## config.mk

```make
export PLATFORM = sky130hd
export DESIGN_NAME = rgb2gray_stream
export DESIGN_NICKNAME = d
export VERILOG_FILES = /design/src/rtl/rgb2gray_pkg.sv /design/src/rtl/rgb2gray_mac.sv /design/src/rtl/rgb2gray_stream.sv
export SDC_FILE = /design/constraint.sdc
export NUM_CORES = 1
export LEC_CHECK = 0
export BUFFER_PORTS_ARGS = -buffer_cell sky130_fd_sc_hd__buf_2
export CAP_MARGIN = 20
export CORE_UTILIZATION = 64
export CTS_BUF_LIST = sky130_fd_sc_hd__clkbuf_4 sky130_fd_sc_hd__clkbuf_8
export DETAILED_ROUTE_END_ITERATION = 6
export PLACE_DENSITY = 0.81
export SLEW_MARGIN = 40
export SYNTH_ARGS = -nofsm -noshare
export SYNTH_HDL_FRONTEND = slang
export SYNTH_HIERARCHICAL = 1
export SYNTH_SLANG_ARGS = --single-unit
```

## constraint.sdc

```tcl
create_clock -name clk -period 4.4 [get_ports clk]
set_clock_uncertainty 0.15 [all_clocks]
set_input_delay 0.66 -clock clk [delete_from_list [all_inputs] [get_ports clk]]
set_output_delay 0.66 -clock clk [all_outputs]
set_load 0.01 [all_outputs]
```

## src/rtl/rgb2gray_pkg.sv

```systemverilog
// Shared constants and types for the RGB-to-grey streaming converter.
// Fixed-point luma weights are scaled by 2^8 and sum to exactly 256.
package rgb2gray_pkg;

    localparam int LUMA_WR    = 77;
    localparam int LUMA_WG    = 150;
    localparam int LUMA_WB    = 29;
    localparam int LUMA_SHIFT = 8;
    localparam int LUMA_RND   = 1 << (LUMA_SHIFT - 1);

    typedef enum logic {
        MODE_LUMA = 1'b0,
        MODE_MAX  = 1'b1
    } mode_e;

endpackage

```

## src/rtl/rgb2gray_mac.sv

```systemverilog
// Stage-1 product/max registers and the combinational stage-2 sum/round.
// The parent owns all valids; this block only holds data captured on ld_p1.
module rgb2gray_mac
    import rgb2gray_pkg::*;
#(
    parameter int DATA_W = 8
) (
    input  logic              clk,
    input  logic              ld_p1,
    input  logic [DATA_W-1:0] color_red,
    input  logic [DATA_W-1:0] color_green,
    input  logic [DATA_W-1:0] color_blue,
    input  mode_e             mode,
    output logic [DATA_W-1:0] grey
);

    localparam int PROD_W = DATA_W + 8;
    localparam int ACC_W  = DATA_W + 9;

    logic [PROD_W-1:0] prod_r_p1;
    logic [PROD_W-1:0] prod_g_p1;
    logic [PROD_W-1:0] prod_b_p1;
    logic [DATA_W-1:0] max_p1;
    mode_e             mode_p1;
    logic [ACC_W-1:0]  acc_p1;

    function automatic logic [DATA_W-1:0] max3(input logic [DATA_W-1:0] a,
                                               input logic [DATA_W-1:0] b,
                                               input logic [DATA_W-1:0] c);
        logic [DATA_W-1:0] m;
        m = (a > b) ? a : b;
        return (m > c) ? m : c;
    endfunction

    // Round half up, then drop the fractional bits of the 2^8 weight scale.
    function automatic logic [DATA_W-1:0] round_luma(input logic [ACC_W-1:0] acc);
        return DATA_W'((acc + ACC_W'(LUMA_RND)) >> LUMA_SHIFT);
    endfunction

    // Stage 1: weighted products and channel maximum.
    always_ff @(posedge clk) begin
        if (ld_p1) begin
            prod_r_p1 <= PROD_W'(color_red)   * PROD_W'(LUMA_WR);
            prod_g_p1 <= PROD_W'(color_green) * PROD_W'(LUMA_WG);
            prod_b_p1 <= PROD_W'(color_blue)  * PROD_W'(LUMA_WB);
            max_p1    <= max3(color_red, color_green, color_blue);
            mode_p1   <= mode;
        end
    end

    // Stage 2 input: sum and round, selected by the mode captured with the pixel.
    assign acc_p1 = ACC_W'(prod_r_p1) + ACC_W'(prod_g_p1) + ACC_W'(prod_b_p1);
    assign grey   = (mode_p1 == MODE_MAX) ? max_p1 : round_luma(acc_p1);

endmodule

```

## src/rtl/rgb2gray_stream.sv

```systemverilog
// Two-stage valid/ready RGB-to-grey converter with frame last-pixel flagging.
// Optional black/white threshold output enabled by defining RGB2GRAY_THRESH_EN.
module rgb2gray_stream
    import rgb2gray_pkg::*;
#(
    parameter int DATA_W       = 8,
    parameter int FRAME_PIXELS = 16384
) (
    input  logic              clk,
    input  logic              rst,
    input  logic              in_valid,
    output logic              in_ready,
    input  logic [DATA_W-1:0] color_red,
    input  logic [DATA_W-1:0] color_green,
    input  logic [DATA_W-1:0] color_blue,
    input  logic              mode,
`ifdef RGB2GRAY_THRESH_EN
    input  logic [DATA_W-1:0] thresh,
    input  logic              bw_en,
`endif
    output logic              out_valid,
    input  logic              out_ready,
    output logic [DATA_W-1:0] out_grey,
    output logic              out_last
);

    localparam int CNT_W = (FRAME_PIXELS > 1) ? $clog2(FRAME_PIXELS) : 1;
    localparam logic [CNT_W-1:0] CNT_LAST = CNT_W'(FRAME_PIXELS - 1);

    logic              vld_p1;
    logic              vld_p2;
    logic              adv_p2;
    logic              ld_p1;
    logic              ld_p2;
    logic [DATA_W-1:0] mac_grey_p1;
    logic [DATA_W-1:0] grey_next_p1;
    logic [DATA_W-1:0] grey_p2;
    logic [CNT_W-1:0]  pix_cnt;

    // Stage 2 can take new data when empty or when its content leaves this cycle.
    assign adv_p2   = out_ready | ~vld_p2;
    assign ld_p2    = vld_p1 & adv_p2;
    assign in_ready = ~vld_p1 | adv_p2;
    assign ld_p1    = in_valid & in_ready;

    rgb2gray_mac #(
        .DATA_W(DATA_W)
    ) u_mac (
        .clk        (clk),
        .ld_p1      (ld_p1),
        .color_red  (color_red),
        .color_green(color_green),
        .color_blue (color_blue),
        .mode       (mode_e'(mode)),
        .grey       (mac_grey_p1)
    );

`ifdef RGB2GRAY_THRESH_EN
    logic [DATA_W-1:0] thresh_p1;
    logic              bw_en_p1;

    function automatic logic [DATA_W-1:0] apply_thresh(input logic [DATA_W-1:0] g,
                                                       input logic [DATA_W-1:0] t,
                                                       input logic              en);
        if (!en)
            return g;
        return (g >= t) ? {DATA_W{1'b1}} : {DATA_W{1'b0}};
    endfunction

    always_ff @(posedge clk) begin
        if (ld_p1) begin
            thresh_p1 <= thresh;
            bw_en_p1  <= bw_en;
        end
    end

    assign grey_next_p1 = apply_thresh(mac_grey_p1, thresh_p1, bw_en_p1);
`else
    assign grey_next_p1 = mac_grey_p1;
`endif

    // Stage 1/2 valids, stage 2 result register and frame pixel counter.
    always_ff @(posedge clk or posedge rst) begin
        if (rst) begin
            vld_p1  <= 1'b0;
            vld_p2  <= 1'b0;
            grey_p2 <= '0;
            pix_cnt <= '0;
        end else begin
            if (ld_p1)
                vld_p1 <= 1'b1;
            else if (ld_p2)
                vld_p1 <= 1'b0;

            if (ld_p2) begin
                vld_p2  <= 1'b1;
                grey_p2 <= grey_next_p1;
            end else if (out_ready) begin
                vld_p2  <= 1'b0;
            end

            if (vld_p2 && out_ready)
                pix_cnt <= (pix_cnt == CNT_LAST) ? '0 : pix_cnt + CNT_W'(1);
        end
    end

    assign out_valid = vld_p2;
    assign out_grey  = grey_p2;
    assign out_last  = vld_p2 && (pix_cnt == CNT_LAST);

endmodule

```

==> results.cfg <==
[synth]
ys_types = 61
synth_cells = 623
ys_ff_latch = 76
ys_warn_count = 6
synth_fp_nets = 832
synth_area_sq_um = 6920
yosys.area_share.simple = 0.0822
syn_avg_cell_area_sq_um = 11.1
synthMuxAreaShare = 0.0369
synth_adder_area_share = 0.367
ys_seq_area_frac = 0.312
synthArstFlopShare = 0.316
synth_edf_count = 52
synth_compound_area_frac = 0.0924
synth_top_family_by_area = adder cells
synth_ff_type = edfxtp_1
synth_xor_area_frac = 0.0557

[floorplanning]
dieWidth_um = 106
die_height_um = 106
num_rows = 37
die-area_sq_um = 11200
coreArea_sq_um = 10400
initial_utilization = 0.665
ios = 40

[clock_network]
cts_tree = built
postCtsSetupBuffers = 0
cts_sinks = 76
numCtsBuffers = 9
root_buffer = clkbuf_8
clk_pin_slew_ns = 0.09
cts_hold_buf = 0
cts_buffer_depth = 2
ctsHtreeMaxLevel = 3
clock_latency_ns = 0.35
cts_resized = 0

[status]
outcome = completed

[power]
power.switching_uw = 1650
ir_worst_vdd_mv = 0.343
p_comb_frac = 0.578
power.share.clock = 0.148
powerDensity_nw_per_um2 = 540
leakage_uw = 0.00369
p_int_uw = 2420
p_sw_frac = 0.405
pwr-share-seq = 0.275

[routing]
wl_mm = 13.7
first_iter_violations = 218
vias = 4718
ant_nets = 0
dr.pass1.iters = 5
drc = 0
detail_route.vias_per_cell = 5.80
wl_per_cell_um = 16.8

[setup_path]
r2r_end = out_grey[7]$_DFFE_PP0P_
path_max_fanout = 6
worst-r2r-setup-slack_ns = 0.71
worstSetupEndpointType = flip-flop
reg2reg_depth = 11
required_ns = 4.35
worst-setup-path-type = input port to flip-flop
cp.arrival_ns = 3.92
rr_startpoint = u_mac/prod_r_p1[6]$_DFFE_PP_
start_kind = input port

[cells_and_area]
nets = 882
multiInputGateArea_sq_um = 4390
drive_gt1_frac = 0.142
area_growth_pct = 8.86
seq_area_sq_um = 2160
nFillCells = 734
antenna_cells = 0

[placed_design]
gp_congestion = 0.879
dp_hpwl_mm = 11.2
portBuffers = 39
place_ws_ns = 0.0930

[sta]
hold_viol = 0
layout_setup_ws_ns = 0.425
rsz0062_at_grt = no
fin_setup_tns_ns = 0
fin_crit_sh = 0.903
setup_viol = 0
maxSlewViolCount = 0
min_period_ns = 3.97
worst_pin_slew_ns = 0.574
relSlewSlack = 0.618
timing.fmax_mhz = 252
holdWs_ns = 0.170

[flow_run]
max_cap_viol_count = 0

[global_route]
antenna_found_initial = 0
grt_first_pass_wirelength_mm = 23.1
grt_overflow = 0
grt_util_all_layers = 0.266
grt_max_degree = 45
first_global_vias = 5004

[hold_path]
hold_class = input port to asynchronous set/reset pin
[metal layers]
layer,wire [um],GRT usage,part of all wire,up-vias
li1,-,-,-,2310
met1,5810,0.308,0.43,2275
met2,7030,0.490,0.51,107
met3,525,0.0448,0.038,26
met4,288,0.0992,0.021,0
met5,0,0,0,-
[Yosys cell counts, types with 5 or more instances]
cell      instances  area share
nor2_1           17      0.0092
nor2b_1           5      0.0045
or4_1             5      0.0054
xnor2_1          28       0.035
nand2_1          23       0.012
inv_1            92       0.050
o21a_1            8      0.0087
a21oi_1          32       0.023
a21o_1            9      0.0098
nand4_1           8      0.0072
nand3_1          12      0.0087
fa_1             38        0.11
xor2_1           16       0.020
o21bai_1          5      0.0054
edfxtp_1         52        0.23
ha_1            142        0.26
o21ai_0          21       0.015
mux2_2           20       0.033
dfrtp_1          24       0.087
nor3_1            6      0.0043
[cell type report]
type / count / area share
Clock buffer: 10 / 0.0174
Clock inverter: 6 / 0.0130
Inverter: 92 / 0.0458
Multi-Input combinational cell: 449 / 0.582
Sequential cell: 76 / 0.287
Tap cell: 136 / 0.0226
Timing Repair Buffer: 45 / 0.0319
[worst max-delay path by stage]
| stage | slack (ns) | cells past startpoint | startpoint | endpoint |
|---|---|---|---|---|
| 6_report | 0.43 | 14 | color_red[4] | u_mac/prod_r_p1[13]$_DFFE_PP_ |
| 5_1_grt | 0.28 | 14 | color_red[3] | u_mac/prod_r_p1[13]$_DFFE_PP_ |
| 4_1_cts | 0.45 | 14 | color_red[4] | u_mac/prod_r_p1[13]$_DFFE_PP_ |
| 3_5_place_dp | 0.09 | 14 | color_red[4] | u_mac/prod_r_p1[13]$_DFFE_PP_ |
| 3_3_place_gp | 0.13 | 14 | color_red[4] | u_mac/prod_r_p1[13]$_DFFE_PP_ |
| 2_1_floorplan | 0.38 | 13 | color_red[4] | u_mac/prod_r_p1[13]$_DFFE_PP_ |
[state kept, by name (all words and copies together) (netlist names)]
signal and cells:
u_mac/prod_r_p1 15, out_grey 8, vld_p1 1, u_mac/prod_b_p1 13, u_mac/mode_p1 1, u_mac/prod_g_p1 15, pix_cnt 14, out_valid 1
u_mac/max_p1 8
[power by group through the flow]
stage               Sequential, uW  Combinational (uW)  Clock (uW)
floorplan                     1120                1750           0
global placement              1130                2190           0
detailed placement            1140                2310           0
CTS                           1120                2340         616
global route                  1140                2640         643
finish                        1120                2350         602
[logic make-up after synthesis]
kind of cell	Yosys count
adder cells (fa/ha/maj)	180
buffers and inverters	98
AND/OR/NAND/NOR	103
XOR/XNOR	44
multiplexers	23
flip-flops	76
AO/OA/AOI/OAI	99
[worst max-delay path, stage by stage]
cell	delay [ns]
buf_2	0.14
ha_1	0.30
ha_1	0.27
inv_1	0.05
fa_1	0.53
inv_1	0.05
fa_1	0.45
ha_1	0.36
inv_1	0.08
o21bai_1	0.10
a2111o_1	0.44
a31o_2	0.24
a21oi_1	0.18
xnor2_1	0.08
[per-stage QoR]
stage	power (uW)	std cells	area, sq um	util
global route	4420	814	7540	0.723
floorplan	2870	623	6920	-
CTS	4080	814	7540	0.723
global placement	3320	798	7310	0.701
finish	4070	814	7540	0.723
detailed placement	3450	798	7310	0.702
[cells in the final DEF (no fill, tap or decap), types with 12 or more instances in the layout]
cell type,instances
a21oi_1,32
buf_2,39
dfrtp_1,24
edfxtp_1,52
fa_1,38
ha_1,142
inv_1,91
mux2_2,20
nand2_1,23
nand3_1,12
nor2_1,17
o21ai_0,21
xnor2_1,28
xor2_1,16
No activity file was read; power rests on OpenSTA's default activity.
